$ cat config.mk
export PLATFORM = sky130hd
export DESIGN_NAME = pga_alarm_ctrl
export DESIGN_NICKNAME = d
export VERILOG_FILES = /design/src/rtl/pga_alarm_ctrl.sv
export SDC_FILE = /design/constraint.sdc
export NUM_CORES = 1
export LEC_CHECK = 0
export ABC_AREA = 1
export CORE_ASPECT_RATIO = 0.7
export CORE_MARGIN = 5
export CORE_UTILIZATION = 45
export CTS_CLUSTER_DIAMETER = 80
export DETAILED_ROUTE_END_ITERATION = 16
export GPL_TIMING_DRIVEN = 0
export MAX_ROUTING_LAYER = met4
export PLACE_DENSITY = 0.74
export RECOVER_POWER = 100
export SLEW_MARGIN = 10
export SYNTH_ARGS = -nofsm -noshare
export SYNTH_HDL_FRONTEND = slang
export SYNTH_SLANG_ARGS = --single-unit
$ cat constraint.sdc
create_clock -name i_clk -period 14.4 [get_ports i_clk]
set_input_delay 2.88 -clock i_clk [delete_from_list [all_inputs] [get_ports i_clk]]
set_output_delay 2.88 -clock i_clk [all_outputs]
set_load 0.02 [all_outputs]
$ cat src/rtl/pga_alarm_ctrl.sv
// Peak-ground-acceleration alarm controller: debounced trigger, hysteretic release,
// optional operator-acknowledge latching, with per-event channel flags and peak capture.
module pga_alarm_ctrl #(
    parameter int                N_CH          = 3,
    parameter int                DATA_W        = 24,
    parameter logic [DATA_W-1:0] PGA_THRESHOLD = 'h100000,
    parameter logic [DATA_W-1:0] CLR_THRESHOLD = 'h0C0000,
    parameter int                TRIG_COUNT    = 4,
    parameter int                CLR_COUNT     = 8,
    parameter bit                LATCH         = 1'b1
) (
    input  logic                   i_clk,
    input  logic                   i_rst,
    input  logic                   i_valid,
    input  logic [N_CH*DATA_W-1:0] i_data,
    input  logic                   i_accept,
    output logic                   o_pga_alarm,
    output logic [N_CH-1:0]        o_ch_flags,
    output logic [DATA_W-1:0]      o_peak,
    output logic [1:0]             o_state
);

    localparam int CNT_MAX = (TRIG_COUNT > CLR_COUNT) ? TRIG_COUNT : CLR_COUNT;
    localparam int CNT_W   = $clog2(CNT_MAX + 1);
    localparam logic [CNT_W-1:0] TRIG_C = CNT_W'(TRIG_COUNT);
    localparam logic [CNT_W-1:0] CLR_C  = CNT_W'(CLR_COUNT);

    typedef enum logic [1:0] {
        ARMED   = 2'b00,
        PENDING = 2'b01,
        ALARM   = 2'b10,
        HOLD    = 2'b11
    } state_t;

    state_t             state, state_nxt;
    logic [CNT_W-1:0]   cnt, cnt_nxt, cnt_inc;
    logic [N_CH-1:0]    flags, flags_nxt;
    logic [DATA_W-1:0]  peak, peak_nxt;
    logic               alarm;

    logic [N_CH-1:0]    over_vec;
    logic               over, quiet;
    logic [DATA_W-1:0]  smax, ch;

    function automatic logic [CNT_W-1:0] sat_inc(input logic [CNT_W-1:0] c);
        return (c == {CNT_W{1'b1}}) ? c : c + 1'b1;
    endfunction

    function automatic logic [DATA_W-1:0] max_of(input logic [DATA_W-1:0] a,
                                                 input logic [DATA_W-1:0] b);
        return (a > b) ? a : b;
    endfunction

    always_comb begin
        over_vec = '0;
        quiet    = 1'b1;
        smax     = '0;
        ch       = '0;
        for (int i = 0; i < N_CH; i++) begin
            ch          = i_data[i*DATA_W +: DATA_W];
            over_vec[i] = (ch > PGA_THRESHOLD);
            quiet       = quiet & (ch < CLR_THRESHOLD);
            smax        = max_of(smax, ch);
        end
        over = |over_vec;
    end

    assign cnt_inc = sat_inc(cnt);

    always_comb begin
        state_nxt = state;
        cnt_nxt   = cnt;
        flags_nxt = flags;
        peak_nxt  = peak;
        case (state)
            ARMED, HOLD: begin
                // HOLD behaves like ARMED only on the acknowledge cycle; otherwise frozen.
                if (state == ARMED || i_accept) begin
                    state_nxt = ARMED;
                    cnt_nxt   = '0;
                    flags_nxt = '0;
                    peak_nxt  = '0;
                    if (i_valid && over) begin
                        state_nxt = (TRIG_COUNT == 1) ? ALARM : PENDING;
                        cnt_nxt   = (TRIG_COUNT == 1) ? '0 : CNT_W'(1);
                        flags_nxt = over_vec;
                        peak_nxt  = smax;
                    end
                end
            end
            PENDING: begin
                if (i_valid) begin
                    if (over) begin
                        flags_nxt = flags | over_vec;
                        peak_nxt  = max_of(peak, smax);
                        if (cnt_inc >= TRIG_C) begin
                            state_nxt = ALARM;
                            cnt_nxt   = '0;
                        end else begin
                            cnt_nxt = cnt_inc;
                        end
                    end else begin
                        state_nxt = ARMED;
                        cnt_nxt   = '0;
                        flags_nxt = '0;
                        peak_nxt  = '0;
                    end
                end
            end
            ALARM: begin
                if (i_valid) begin
                    flags_nxt = flags | over_vec;
                    peak_nxt  = max_of(peak, smax);
                    if (!quiet) begin
                        cnt_nxt = '0;
                    end else if (cnt_inc >= CLR_C) begin
                        cnt_nxt = '0;
                        if (LATCH) begin
                            state_nxt = HOLD;
                        end else begin
                            state_nxt = ARMED;
                            flags_nxt = '0;
                            peak_nxt  = '0;
                        end
                    end else begin
                        cnt_nxt = cnt_inc;
                    end
                end
            end
            default: state_nxt = ARMED;
        endcase
    end

    always_ff @(posedge i_clk) begin
        if (i_rst) begin
            state <= ARMED;
            cnt   <= '0;
            flags <= '0;
            peak  <= '0;
            alarm <= 1'b0;
        end else begin
            state <= state_nxt;
            cnt   <= cnt_nxt;
            flags <= flags_nxt;
            peak  <= peak_nxt;
            alarm <= (state_nxt == ALARM) || (state_nxt == HOLD);
        end
    end

    assign o_pga_alarm = alarm;
    assign o_ch_flags  = flags;
    assign o_peak      = peak;
    assign o_state     = state;

endmodule
==> out/qor.txt <==
Fin. Hold Viols -> 0
routed vias/inst -> 5.20
Pre-antenna DRT Iters -> 5
syn_nets -> 1043
period utilisation layout -> 67.4%
critical path's largest stage delay -> 600 ps
Synth Instances -> 891
CP Buf/Inv Count -> 6
clock buffer depth -> 2
vias in the first global route -> 5582
Mean Syn Cell Area -> 6.11 µm²
first-pass GRT wire length -> 26.6 mm
pre-CTS setup slack -> 5840 ps
clock sink count -> 33
CP delay by family, top -> simple AND/OR/NAND/NOR gates
CTS tree -> yes
diode count -> 0
worst hold path type -> reg2reg
max-cap viol count -> 0
leakage -> 0.00329 µW
mapped cell area -> 0.00544 mm²
max_slew headroom -> 47.3%
Routed WL -> 16.1 mm
WP depth -> 35
DR WL/cell -> 13.9 µm
Synth area leader -> ha_1
Worst Skew -> 10.8 ps
RR Endpoint -> o_peak[3]
filler instances -> 1184
via count -> 6024
endpoint type of the worst setup path -> flip-flop
share of post-route cells with drive strength above 1 -> 10.5%
Iter 0 DRT Violations -> 343
Yosys reg bits -> 33
required time worst endpoint -> 14540 ps
gp weighted congestion -> 0.943
Ports -> 106
final worst slack -> 4690 ps
post-synthesis sequential area ratio -> 12.1%
HPWL Detailed -> 13.5 mm
Hold Path Depth -> 2
worst vdd ir -> 0.0548 mV
Clock Latency Late Sink -> 290 ps
Final #Nets -> 1155
Final Setup Violations -> 0
status -> finished, final reports clean
drc violations -> 0
Layout area overhead -> 23.6%
YS warnings -> 0
Critical Path Start -> i_data[43]
top post-synthesis cells by area -> ha_1 17%, nand2_1 16%, dfxtp_1 12%
full die area -> 0.0144 mm²
Hold-fix buffers, CTS -> 0
TNS Setup -> 0 ps
Total GRT Usage -> 22.9%
Critical-path top delay cell -> dlygate4sd3_1
crit path DAT -> 9850 ps
CP startpoint kind -> input port
Slew Limit Fails -> 0
largest net degree at the start of global routing -> 11
pwr dens -> 75.0 mW/mm²
Reg2Reg Depth -> 13
H-tree depth -> 2
setup bufs post-CTS -> 0
RSZ-0062 raised after global routing -> false
placed cell count -> 1153
Worst setup endpoint -> o_peak[3]
final hold slack -> 487 ps
r2r startpoint -> o_peak[19]
antenna viol nets, final -> 0
TritonCTS buffer count -> 5
top cell type's share of synthesized area -> 17.5%
initial antenna violation count -> 0
Resized Gates After CTS -> 0
GR Overflow Total -> 0
post-synth cell types -> 38
fmax -> 103 MHz
worst reg-to-reg setup slack -> 11860 ps
DIE HEIGHT -> 102 µm
Post-Layout Cell Count -> 1159
Slew @ Worst Pin -> 791 ps
Worst Path Max Fanout -> 10
I/O Buffers -> 105
row count -> 33
initial core utilization -> 46.2%
total core area -> 0.0118 mm²
Reg clk slew, reported paths -> 60 ps
chip width -> 141 µm
root buf cell -> clkbuf_16
fin crit period -> 9710 ps
Setup CP Type -> in2reg
==> state kept, by name (all words and copies together), names as in the netlist <==
signal      count
cnt             4
o_state         2
o_ch_flags      3
o_peak         24
==> kinds of logic after synthesis <==
| family | count (synthesis) | share of synthesized area [%] |
|---|---|---|
| buffers and inverters | 153 | 12.6 |
| DFF | 33 | 12.1 |
| adders and majority gates | 76 | 17.5 |
| AOI/OAI and AO/OA | 113 | 12.8 |
| and+or+nand+nor | 515 | 44.8 |
| xor gates and xnor gates | 1 | 0.161 |
==> report_power, final <==
part	internal [µW]	total (µW)	switching [µW]
logic	115	289	174
registers	100	112	11.5
clock network	61.8	104	42.3
total	277	504	228
==> synth_stat cells, drive strengths merged <==
master and instances:
a21o 4, a21oi 87, a31oi 1, and2 2, buf 17, clkbuf 22
dfxtp 33, ha 76, inv 114, nand2 279, nand3 114, nand3b 1
nand4 31, nor2 84, nor3 3, nor4 1, o211ai 3, o21a 2
o21ai 10, o21bai 2, o221ai 2, o31ai 1, o32ai 1, xnor2 1
==> placed cells by master, fill, tap and decap left out, drive strengths merged, types with 4 or more instances in the layout <==
cell type and count:
clkdlybuf4s50 72, nand2 279, buf 15, ha 76, o21ai 10, dfxtp 33, a21o 4, dlygate4sd3 33
clkbuf 29, inv 113, nor2 84, a21oi 87, nand3 114, nand4 31
==> per-stage QoR <==
stage	utilization (%)	area (µm²)	total power, µW
after global placement	56.8	6690	404
after floorplan	-	5440	315
final	57.1	6720	504
after global routing	57.1	6720	550
after CTS	57.9	6820	512
after detailed placement	56.8	6690	409
==> cell type report <==
| cell class | count | area, µm² | area share [%] |
|---|---|---|---|
| multi-input combinational | 705 | 4010 | 59.6 |
| tap | 157 | 196 | 2.92 |
| inverter | 114 | 429 | 6.38 |
| timing repair buffer | 105 | 1050 | 15.6 |
| clock inverter | 1 | 5.00 | 0.0745 |
| clock buffer | 5 | 125 | 1.86 |
| sequential | 33 | 661 | 9.83 |
| buffer | 39 | 245 | 3.65 |
==> layer usage <==
metal / vias up / routed length (µm) / part of all wire, % / track usage (%)
li1: 3137 / - / - / -
met1: 2669 / 8250 / 51 / 33.7
met2: 207 / 6480 / 40 / 34.0
met3: 11 / 1230 / 7.6 / 3.55
met4: 0 / 131 / 0.81 / 2.95
met5: - / 0 / 0 / -
==> worst register-to-register path: stages (launching register included) <==
cell      delay, ps
dfxtp_1         360
ha_1            340
nand2_1          60
nor2_1          140
nand2_1         120
nor2_1          210
nand2_2          80
nand3_1         210
clkbuf_1        410
nand3_1         130
nand3_1         110
a21oi_1          70
nand2_1          90
a21oi_1          60
==> worst min path at each step <==
| stage | slack [ps] | from | to |
|---|---|---|---|
| finish | 490 | cnt[1] | cnt[1] |
| global route | 520 | cnt[1] | cnt[1] |
| CTS | 490 | cnt[1] | cnt[1] |
| detailed placement | 480 | cnt[1] | cnt[1] |
| global placement | 480 | cnt[1] | cnt[1] |
| floorplan | 460 | cnt[1] | cnt[1] |
(Power assumes the default switching activity.)
